===== config.mk =====
export PLATFORM = sky130hd
export DESIGN_NAME = fp6_result_normalizer_flat
export DESIGN_NICKNAME = d
export VERILOG_FILES = /design/src/rtl/fp6_result_normalizer_if.sv /design/src/rtl/fp6_result_normalizer.sv /design/src/flat_wrapper.sv
export SDC_FILE = /design/constraint.sdc
export NUM_CORES = 1
export LEC_CHECK = 0
export BUFFER_PORTS_ARGS = -buffer_cell sky130_fd_sc_hd__buf_2
export CORE_UTILIZATION = 60
export DETAILED_ROUTE_END_ITERATION = 8
export PLACE_DENSITY = 0.84
export SETUP_SLACK_MARGIN = 0.4
export SYNTH_ARGS = -nofsm -noshare
export SYNTH_HDL_FRONTEND = slang
export SYNTH_SLANG_ARGS = --single-unit

===== constraint.sdc =====
create_clock -name clk -period 2.9 [get_ports clk]
set_input_delay 0.435 -clock clk [delete_from_list [all_inputs] [get_ports clk]]
set_output_delay 0.435 -clock clk [all_outputs]
set_load 0.01 [all_outputs]

===== src/rtl/fp6_result_normalizer_if.sv =====
// Handshake bundle between an FP6 adder and the result normalizer.
// The master drives results in and takes normalized results out; the slave is the normalizer.
interface fp6_result_normalizer_if;
   logic       in_valid;
   logic       in_ready;
   logic [5:0] in_data;
   logic       in_ovf;
   logic       out_valid;
   logic       out_ready;
   logic [5:0] out_data;
   logic [1:0] out_flags;

   modport master (
      output in_valid, in_data, in_ovf, out_ready,
      input  in_ready, out_valid, out_data, out_flags
   );

   modport slave (
      input  in_valid, in_data, in_ovf, out_ready,
      output in_ready, out_valid, out_data, out_flags
   );
endinterface


===== src/rtl/fp6_result_normalizer.sv =====
// FP6 adder-result normalizer: saturates on overflow, shifts subnormal-looking results left.
// Define FP6_NORM_FIFO_EN for a FIFO_DEPTH-entry output FIFO; otherwise the output buffer is one entry.
module fp6_result_normalizer #(
   parameter int unsigned FIFO_DEPTH = 4
) (
   input logic                   clk,
   input logic                   rst,
   fp6_result_normalizer_if.slave bus
);

`ifdef FP6_NORM_FIFO_EN
   localparam int unsigned DEPTH = FIFO_DEPTH;
`else
   localparam int unsigned DEPTH = 1;
`endif
   // Storage is declared at FIFO_DEPTH; with DEPTH=1 the pointers never leave entry 0.
   localparam int unsigned PW = $clog2(FIFO_DEPTH);
   localparam int unsigned CW = $clog2(FIFO_DEPTH + 1);

   typedef enum logic [1:0] {IDLE, SHIFT, EMIT} state_t;

   state_t        state_q, state_d;
   logic [1:0]    e_q, e_d;
   logic [3:0]    m_q, m_d;
   logic [1:0]    flags_q, flags_d;

   logic [7:0]    mem [FIFO_DEPTH];
   logic [7:0]    head;
   logic [PW-1:0] wr_ptr, rd_ptr;
   logic [CW-1:0] count;
   logic          full, push, pop;

   function automatic logic [PW-1:0] bump(input logic [PW-1:0] p);
      return (p == PW'(DEPTH - 1)) ? '0 : p + 1'b1;
   endfunction

   assign full = (count == CW'(DEPTH));
   assign pop  = bus.out_valid & bus.out_ready;
   assign push = (state_q == EMIT) & (~full | pop);

   // NOTE: every variable gets a default first so no path through the case infers a latch.
   always_comb begin
      state_d = state_q;
      e_d     = e_q;
      m_d     = m_q;
      flags_d = flags_q;
      case (state_q)
         IDLE: begin
            if (bus.in_valid) begin
               e_d = bus.in_data[5:4];
               m_d = bus.in_data[3:0];
               state_d = EMIT;
               if (bus.in_ovf) begin
                  e_d     = 2'b11;
                  m_d     = 4'b1111;
                  flags_d = 2'b01;
               end else if (bus.in_data[3:0] == 4'd0) begin
                  e_d     = 2'b00;
                  flags_d = 2'b10;
               end else if (bus.in_data[3] || bus.in_data[5:4] == 2'd0) begin
                  flags_d = {(bus.in_data[5:4] == 2'd0) & ~bus.in_data[3], 1'b0};
               end else begin
                  flags_d = 2'b00;
                  state_d = SHIFT;
               end
            end
         end
         SHIFT: begin
            m_d     = {m_q[2:0], 1'b0};
            e_d     = e_q - 2'd1;
            flags_d = {~m_d[3], 1'b0};
            if (m_d[3] || e_d == 2'd0) state_d = EMIT;
         end
         EMIT: begin
            if (push) state_d = IDLE;
         end
         default: state_d = IDLE;
      endcase
   end

   // NOTE: sequential state uses non-blocking assignments so all registers update from pre-edge values.
   always_ff @(posedge clk or posedge rst) begin
      if (rst) begin
         state_q <= IDLE;
         e_q     <= 2'd0;
         m_q     <= 4'd0;
         flags_q <= 2'd0;
      end else begin
         state_q <= state_d;
         e_q     <= e_d;
         m_q     <= m_d;
         flags_q <= flags_d;
      end
   end

   always_ff @(posedge clk or posedge rst) begin
      if (rst) begin
         wr_ptr <= '0;
         rd_ptr <= '0;
         count  <= '0;
      end else begin
         if (push) wr_ptr <= bump(wr_ptr);
         if (pop)  rd_ptr <= bump(rd_ptr);
         case ({push, pop})
            2'b10:   count <= count + 1'b1;
            2'b01:   count <= count - 1'b1;
            default: count <= count;
         endcase
      end
   end

   // NOTE: buffer storage has no reset; the count and pointers alone decide what is valid.
   always_ff @(posedge clk) begin
      if (push) mem[wr_ptr] <= {e_q, m_q, flags_q};
   end

   assign head          = mem[rd_ptr];
   assign bus.in_ready  = (state_q == IDLE) & ~rst;
   assign bus.out_valid = (count != '0);
   assign bus.out_data  = bus.out_valid ? head[7:2] : 6'd0;
   assign bus.out_flags = bus.out_valid ? head[1:0] : 2'd0;

endmodule


===== src/flat_wrapper.sv =====
// flat-port wrapper written by rule: the top's interface ports become plain ports
module fp6_result_normalizer_flat 
#(
   parameter int unsigned FIFO_DEPTH = 4
)
  (clk, rst, bus_in_valid, bus_in_data, bus_in_ovf, bus_out_ready, bus_in_ready, bus_out_valid, bus_out_data, bus_out_flags);
  fp6_result_normalizer_if bus_i ();
  input logic clk;
  input logic rst;
  input wire logic [$bits(bus_i.in_valid)-1:0] bus_in_valid;
  input wire logic [$bits(bus_i.in_data)-1:0] bus_in_data;
  input wire logic [$bits(bus_i.in_ovf)-1:0] bus_in_ovf;
  input wire logic [$bits(bus_i.out_ready)-1:0] bus_out_ready;
  output wire logic [$bits(bus_i.in_ready)-1:0] bus_in_ready;
  output wire logic [$bits(bus_i.out_valid)-1:0] bus_out_valid;
  output wire logic [$bits(bus_i.out_data)-1:0] bus_out_data;
  output wire logic [$bits(bus_i.out_flags)-1:0] bus_out_flags;
  assign bus_i.in_valid = bus_in_valid;
  assign bus_i.in_data = bus_in_data;
  assign bus_i.in_ovf = bus_in_ovf;
  assign bus_i.out_ready = bus_out_ready;
  assign bus_in_ready = bus_i.in_ready;
  assign bus_out_valid = bus_i.out_valid;
  assign bus_out_data = bus_i.out_data;
  assign bus_out_flags = bus_i.out_flags;
  fp6_result_normalizer #(.FIFO_DEPTH(FIFO_DEPTH)) u_core (.clk(clk), .rst(rst), .bus(bus_i));
endmodule

Yosys cells after proc, flatten, opt, wreduce, memory -nomap -nowiden:

Memory sizes are Yosys's and may differ from the RTL's.
Cells that the tools add are included.

* bits in registers: 17
* memory bits (writable): 32
* bits of input ports: 11
* logic and storage cells: 69
* memories kept: 1

Memories
* u_core.mem: words 4, bits a word 8, read ports 1, clocked after memory_dff 0, write ports 1, line fp6_result_normalizer.sv:27 `logic [7:0] mem [FIFO_DEPTH];`

* add/sub/neg operators: 5
* equal/unequal tests: 8
* multiplexer cells: 26
* bitwise operators: 9
* reduce and logical (&&, ||, !) cells: 13

Operators by type and width (count)
* $mux W2: 16
* $logic_not A2 Y1: 5
* $mux W4: 2
* $pmux W2 S2: 2
* $pmux W4 S2: 1
* $mux W6: 1
* $pmux W2 S3: 1
* $pmux W3 S2: 1
* $add A2 B1 Y2 const B: 2
* $and A1 B1 Y1: 4
* $eq A2 B1 Y1 const B: 2
* $eq A2 B2 Y1 const B: 2
* $logic_not A4 Y1: 1
* $ne A2 B1 Y1 const B: 2
* $not A1 Y1: 4
* $reduce_bool A2 Y1: 2
* $add A3 B1 Y3 const B: 1
* $eq A3 B1 Y1 const B: 1
* $reduce_and A3 Y1: 1
* $reduce_bool A3 Y1: 1
* $sub A3 B1 Y3 const B: 1
* $logic_or A1 B1 Y1: 2
* $mux W1: 2
* $ne A2 B2 Y1 const B: 1
* 3 further kinds: 3

Depth between registers and ports, before layout:

Gate-level depths: netlist (run 1).

* depth in word-level cells: 7
* depth in mapped cells: 9

Least setup slack after synthesis (run 1):

OpenSTA, ideal clock, no wires.

* kind: register -> register
* start: register u_core.count[0]
* end: register u_core.count[2]
* library setup time: 80 ps
* arrival: 1717 ps
* required time: 2820 ps
* slack: 1103 ps
* stages on the path, launching flop included: 9
* clock period less this slack: 1797 ps
* cell sequence: dfrtp_1 > inv_1 > ha_1 > nand2b_1 > a31oi_2 > inv_1 > ha_1 > nor2_1 > xnor2_1

* word-level cells in the longest chain between the ends: 6
* elaborated cells on any way between the ends: 12
* classes of those cells: 2 x add/sub; 3 x eq/ne; 1 x mux; 4 x bitwise; 2 x reduce/logical

Ends and longest elaborated chain
* start: declaration: line fp6_result_normalizer.sv:30 `logic [CW-1:0] count;`
* start signal: assignment: line fp6_result_normalizer.sv:105 `2'b10: count <= count + 1'b1;`
* start signal: assignment: line fp6_result_normalizer.sv:106 `2'b01: count <= count - 1'b1;`
* start signal: assignment: line fp6_result_normalizer.sv:107 `default: count <= count;`
* $reduce_bool A3 Y1 / $eq A3 B1 Y1 (equally long branches): line fp6_result_normalizer.sv:119, fp6_result_normalizer.sv:37
* $and A1 B1 Y1 / $not A1 Y1 (equally long branches): line fp6_result_normalizer.sv:38, fp6_result_normalizer.sv:39
* $or A1 B1 Y1: line fp6_result_normalizer.sv:39 `assign push = (state_q == EMIT) & (~full | pop);`
* $and A1 B1 Y1: line fp6_result_normalizer.sv:39
* $eq A2 B1 Y1 / $eq A2 B2 Y1 (equally long branches): line fp6_result_normalizer.sv:104 `case ({push, pop})`
* $pmux W3 S2 / $reduce_bool A2 Y1 (equally long branches)

Parallel ways exist; a longest one is shown, timed or not.
A chain may end at the register's enable or synchronous reset.

Worst setup path after layout (run 1):

* start: register u_core.rd_ptr[0]
* end: output bus_out_data[1]

* word-level cells in the longest chain between the ends: 2

Ends and longest elaborated chain
* start: declaration: line fp6_result_normalizer.sv:29 `logic [PW-1:0] wr_ptr, rd_ptr;`
* start signal: assignment: line fp6_result_normalizer.sv:103 `if (pop) rd_ptr <= bump(rd_ptr);`
* $mem_v2 Z4 W8
* $mux W6: line fp6_result_normalizer.sv:120 `assign bus.out_data = bus.out_valid ? head[7:2] : 6'd0;`
* end: declaration: line flat_wrapper.sv:16 `output wire logic [$bits(bus_i.out_data)-1:0] bus_out_data;`

No other way between the ends.

==> results of run 1 <==
metrics by stage:
| step | util, % | total power, W | cells |
|---|---|---|---|
| finish | 71.6 | 0.00235 | 226 |
| global route | 71.6 | 0.00251 | 226 |
| detailed placement | 69.2 | 0.00200 | 218 |
| floorplan | - | 0.00177 | 159 |
| global placement | 69.2 | 0.00195 | 218 |
| CTS | 71.6 | 0.00237 | 226 |
flip-flops by register name, indices dropped and copies added (netlist names):
signal	cells
u_core.count	3
u_core.e_q	2
u_core.flags_q	2
u_core.m_q	4
u_core.mem	32
u_core.rd_ptr	2
u_core.state_q	2
u_core.wr_ptr	2
Yosys cell counts (2+ instances only):
cell      count  share of area [%]
edfxtp_1     32                 42
dfrtp_1      17                 19
and2_1       13                3.6
ha_1         12                6.6
inv_1        10                1.7
mux4_2        8                7.9
nand2_1       7                1.2
nor2_1        7                1.2
a21oi_1       5                1.1
buf_2         5                1.1
nand2b_1      4                1.1
nor3_1        4               0.88
o21ai_0       4               0.88
mux2_2        3                1.5
mux2i_1       3                1.3
o31ai_1       3               0.99
xnor2_1       3                1.2
clkbuf_1      2               0.33
nand3_1       2               0.44
power by group through the flow:
stage	clock (W)	sequential (W)	combinational (W)
after CTS	0.000386	0.00120	0.000787
after detailed placement	0	0.00121	0.000786
final	0.000380	0.00119	0.000777
after floorplan	0	0.00107	0.000692
after global routing	0.000409	0.00123	0.000867
after global placement	0	0.00119	0.000753
kinds of logic (layout without fill, tap and decap cells):
family	count (synthesis)	in the layout	synth area share, %
compound gates	24	24	8.04
xor+xnor	3	3	1.16
fa+ha+maj	12	12	6.60
buf+inv	17	38	3.08
flops	49	49	61.0
mux	14	14	10.7
simple gates	40	40	9.41
worst max path at each step:
stage / start / endpoint / cells after the start
after global placement: u_core.rd_ptr[0] / bus_out_data[4] / 3
final: u_core.rd_ptr[0] / bus_out_data[1] / 3
after global routing: u_core.rd_ptr[0] / bus_out_data[3] / 3
after detailed placement: u_core.count[0] / u_core.count[2] / 9
after floorplan: u_core.count[0] / u_core.count[2] / 8
after CTS: u_core.rd_ptr[0] / bus_out_data[1] / 3
cell type report:
class                      instances  area [um2]  share of cell area, %
timing repair buffer              20         100                   4.03
sequential                        49        1390                   55.8
multi-input combinational         93         817                   32.9
tap                               46        57.6                   2.32
clock buffer                       5        68.8                   2.77
inverter                          10        37.5                   1.51
clock inverter                     3        17.5                  0.705
routing by layer:
metal  wire, um  track usage (%)
met1       1620             27.2
met2       1780             35.1
met3        142             5.43
met4         44             6.82
met5          0                0
worst max-delay path: stages (launching register included):
cell and delay [ns]:
dfrtp_1 0.67, mux4_2 0.57, and2_1 0.17, buf_2 0.13
==> run metrics, run 1 <==
status complete, no violations; post-route ant nets 0; htree depth 2; maximum vdd drop 0.466 mV; Clk Tree Root Cell clkbuf_8; Synth async-reset ratio 34.7%; largest net degree at the start of global routing 18; highest clock rate 0.440 GHz; Detailed Place HPWL 2680 um; antenna cells 0; Sink Count 49; Max-cap violations 0; Layout Nets 202; hold_buf cts 0; Seq cells post-synth 49; Post-synth top flop edfxtp_1; first drt pass iteration count 4; Clk network pwr share 16.2%; Net Sw Power 0.000793 W; TNS Setup 0 ns; leakage 0.973 nW; Cell variety after synth 34; Initial DRC Count 30; Placement Setup Slack 0.900 ns; most common cell after layout, fill and taps aside edfxtp_1; DR vias/cell 5.69; CP startpoint kind register; power density over the cells 945 mW/mm2; most frequent cells in the layout edfxtp_1 (32), buf_2 (20), dfrtp_1 (17); Via Count 1287; grt ovf 0; slew margin rel. 47.9%; vias in the first global route 1316; YS warnings 0; Fill cells 248; Setup Buffers After CTS 0; Mean Syn Cell Area 14.3 um2; crit end category primary output; Crit path required time 2.47 ns; Clk Latency, worst-skew pair 0.29 ns; GRT Total Usage 21.2%; R2R Path End u_core.count[2]; DR DRC count 0; worst path arrival time 1.84 ns; area added between synthesis and finish 9.30%; Seq/Total Area, Yosys 61.0%; antenna violations before repair 0; final hold vios 0; global placer's final weighted congestion 0.831; final hold slack 0.225 ns; RR Startpoint u_core.count[0]; Initial Util 65.5%; hold crit path type in -> async; final setup vio count 0; core region area 0.00347 mm2; Internal Power 0.00155 W; PortBufs 20; # rows 21; number of placed I/O pins 21; DIE HEIGHT 63.6 um; Logic pwr share 33.1%; first-pass GRT wire length 6310 um; EDFF count, synth 32; kind of critical path reg -> out; CTS buffer count 5; Syn Nets 182; area of the mapped netlist 0.00227 mm2; RSZ-0062 raised after global routing no; Post-Synthesis Cells 159; Crit Path Max Fanout 9; Sw Share 33.8%; fin area 0.00248 mm2; cell depth of the worst flop-to-flop path 9; Least-Margin Pin Slew 0.780 ns; Slew Limit Fails 0; clk slew on worst S/H paths 0.08 ns; Die Wd 63.6 um; Fin Clk Skew 0.00253 ns; CTS tree done; die area 0.00404 mm2; crit share post-route 78.4%; share of cells above drive strength 1 24.4%; DRT Wirelength 3590 um; crit path time final 2.27 ns; fin worst setup slack 0.628 ns; DP Area 0.00240 mm2; clk buf depth 2; Reg power frac 50.7%; post-CTS sizing 0; Routed WL per cell 15.9 um; flop-to-flop setup slack 0.86 ns
No activity file was read; power rests on OpenSTA's default activity.
==> inputs of run 2 (changes only) <==
--- a/config.mk
+++ b/config.mk
@@ -5,10 +5,11 @@
 export SDC_FILE = /design/constraint.sdc
 export NUM_CORES = 1
 export LEC_CHECK = 0
+export ABC_AREA = 1
 export BUFFER_PORTS_ARGS = -buffer_cell sky130_fd_sc_hd__buf_2
-export CORE_UTILIZATION = 60
+export CORE_UTILIZATION = 58
 export DETAILED_ROUTE_END_ITERATION = 8
-export PLACE_DENSITY = 0.84
+export PLACE_DENSITY = 0.82
 export SETUP_SLACK_MARGIN = 0.4
 export SYNTH_ARGS = -nofsm -noshare
 export SYNTH_HDL_FRONTEND = slang
==> constraint.sdc (replaced) <==
create_clock -name clk -period 2.1 [get_ports clk]
set_input_delay 0.315 -clock clk [delete_from_list [all_inputs] [get_ports clk]]
set_output_delay 0.315 -clock clk [all_outputs]
set_load 0.01 [all_outputs]
==> run metrics, run 2 <==
Crit Path Max Fanout 8 (-1); hold crit path type in -> async; Synth area leaders edfxtp_1 (42%), dfrtp_1 (19%), nor2_1 (8.0%); fin worst setup slack 0.231 ns (-0.396 ns); Synth Area in Adders 6.54% (-0.068 points); largest net degree at the start of global routing 19 (+1); Via Count 1686 (+31%); RR Startpoint u_core.count[0]; YS warnings 0 (unchanged); htree depth 2 (unchanged); status complete, no violations; EDFF count, synth 32 (unchanged); most frequent cells in the layout nor2_1 (45), edfxtp_1 (32), nand2_1 (29); top cell type's share of synthesized area 41.8% (-0.44 points); Reg with most FFs u_core.mem; final setup vio count 0 (unchanged); count leader, synth nor2_1; Largest regs u_core.mem x32, u_core.m_q x4, u_core.count x3; kind of critical path reg -> out; DP Area 0.00249 mm2 (+3.7%); cell taking the most area after synthesis edfxtp_1; CP startpoint kind register; Crit path required time 1.78 ns (-0.69 ns); CP Launch Point u_core.count[0]; crit path time final 1.87 ns; leakage 1.22 nW (+25%); Post-synth top flop edfxtp_1; clk slew on worst S/H paths 0.08 ns (about the same); TNS Setup 0 ns (unchanged); vias in the first global route 1538 (+17%); Layout Nets 298 (+48%); Seq cells post-synth 49 (unchanged); Post-Synthesis Cells 236 (+48%); DRT Wirelength 4360 um (+21%); RSZ-0062 raised after global routing yes; Detailed Place HPWL 2780 um (+3.8%); Syn Nets 259 (+42%); grt ovf 0 (unchanged); cell depth of the worst flop-to-flop path 9 (unchanged); critical-path cell list inv_2 > ha_4 > nand2_4 > clkinvlp_4 > a21oi_2 > buf_2; GRT Total Usage 21.8% (+0.63 points); Post-Synth Simple-Gate Area 16.1% (+6.7 points); CP endpoint bus_out_data[2]; post-route ant nets 0 (unchanged); max FFs per register 32 (unchanged); first drt pass iteration count 4 (unchanged); core region area 0.00372 mm2 (+7.1%); Tot Pwr 0.00385 W (+64%); Die Wd 64.9 um (+2.2%); die area 0.00422 mm2 (+4.4%); most used routing layer met2; Placement Setup Slack 0.196 ns (-0.703 ns); final hold vios 0 (unchanged); highest clock rate 0.535 GHz; met2 Use GR 38.9% (+3.8 points); Sink Count 49 (unchanged); Synth async-reset ratio 34.7% (unchanged); CTS tree done; Initial DRC Count 73 (+140%); global placer's final weighted congestion 0.833 (+0.28%); main combinational cell family by area after synthesis simple AND/OR/NAND/NOR gates; Fin Clk Skew 0.00521 ns (+0.00268 ns); number of placed I/O pins 21 (unchanged); PortBufs 20 (unchanged); M1 GR Usage 24.2% (-3.0 points); crit end category primary output; crit share post-route 89.0%; met3 Use GR 5.28% (-0.15 points); first-pass GRT wire length 6600 um (+4.5%); Mean Syn Cell Area 9.73 um2 (-32%); clk buf depth 2 (unchanged); area of the mapped netlist 0.00230 mm2 (+1.0%); post-synthesis mux area share 0% (-11 points); fin area 0.00275 mm2 (+11%); power density over the cells 1400 mW/mm2 (+48%); Routed WL per cell 13.4 um (-15%); Slew Limit Fails 0 (unchanged); maximum vdd drop 0.825 mV (+77%); Clk Tree Root Cell clkbuf_8; compound-cell area share of the yosys netlist 9.31% (+1.3 points); Cell variety after synth 20 (-41%); most common cell after layout, fill and taps aside nor2_1; slew margin rel. 57.1% (+9.2 points); share of cells above drive strength 1 25.0% (+0.56 points); antenna violations before repair 0 (unchanged); Initial Util 61.8% (-3.7 points); Clk Latency, worst-skew pair 0.30 ns (about the same); flop-to-flop setup slack 0.29 ns (-0.57 ns); area added between synthesis and finish 19.7%; DIE HEIGHT 64.9 um (+2.2%); Post-synth top cells nor2_1 (49), edfxtp_1 (32), nand2_1 (31); Seq/Total Area, Yosys 60.3% (-0.63 points); Synth Area in XOR/XNOR 1.14% (-0.012 points); DR DRC count 0 (unchanged); # rows 22 (+4.8%); DR vias/cell 5.20 (-8.6%); R2R Path End u_core.mem[2][2]; Slowest cell on crit path dfrtp_1; Least-Margin Pin Slew 0.643 ns (-0.138 ns); hold_buf cts 0 (unchanged); worst path arrival time 1.55 ns (-0.29 ns); Max-cap violations 0 (unchanged); CTS buffer count 5 (unchanged); slowest stage delay, CP 0.40 ns (-0.27 ns); antenna cells 0 (unchanged)
run 2: changes by cell type after synthesis, moves of 4 or more:
cell and change:
a21oi_1 +5, and2_1 -13, inv_1 +19, mux4_2 -8, nand2_1 +24, nand2b_1 -4
nand3_1 +8, nor2_1 +42, nor3_1 -4, o21ai_0 +22, o21ai_1 +4
run 2: kinds of logic (layout without fill, tap and decap cells):
kind of cell / Yosys count / count (layout)
AO/OA/AOI/OAI: 42 / 42
XOR/XNOR: 3 / 3
adder cells (fa/ha/maj): 12 / 12
buffers and inverters: 37 / 77
flip-flops: 49 / 49
AND/OR/NAND/NOR: 93 / 93
run 2: layout make-up:
class,count,area (um2)
Sequential cell,49,1390
Fill cell,263,966
Multi-Input combinational cell,150,841
Timing Repair Buffer,37,239
Inverter,32,126
Clock buffer,6,82.6
Tap cell,48,60.1
Clock inverter,2,13.8
run 2: worst max-delay path, delay by kind of cell, from the launching register on:
family                     cells  cell delay (ns)
and+or+nand+nor                1             0.07
adders and majority gates      1             0.16
AOI/OAI and AO/OA              1             0.18
buffers and inverters          3             0.45
DFF                            1             0.40
run 2: routing by layer:
metal | part of all wire, % | up-vias
met4 | 2.2 | 0
met2 | 51 | 39
met1 | 43 | 788
met5 | 0 | -
met3 | 4.4 | 11
li1 | - | 848
run 2: how the worst min path moves through the flow:
stage	to	startpoint	slack [ns]
6_report	u_core.m_q[2]	rst	0.1
3_5_place_dp	u_core.m_q[1]	rst	0.45
2_1_floorplan	u_core.count[0]	rst	0.24
4_1_cts	u_core.m_q[2]	rst	0.12
5_1_grt	u_core.m_q[2]	rst	0.15
3_3_place_gp	u_core.state_q[0]	rst	0.44
run 2: metrics by stage:
stage / util (%) / std cells / hold WS, ns
floorplan: - / 236 / 0.241
global placement: 66.9 / 305 / 0.440
detailed placement: 66.9 / 305 / 0.446
CTS: 71.7 / 318 / 0.117
global route: 74.0 / 324 / 0.147
finish: 74.0 / 324 / 0.0971
run 2: what timing repair did:
item	in CTS	in global routing
resized for setup	13	12
hold endpoints to repair	0	0
setup buffers	5	6
pin swaps	1	3
endpoints found under the setup margin	43	43
run 2: report_power, final:
part / switching [W] / leakage, nW / internal (W)
logic: 0.00100 / 0.669 / 0.000759
clock network: 0.000293 / 0.0512 / 0.000267
registers: 0.000190 / 0.499 / 0.00134
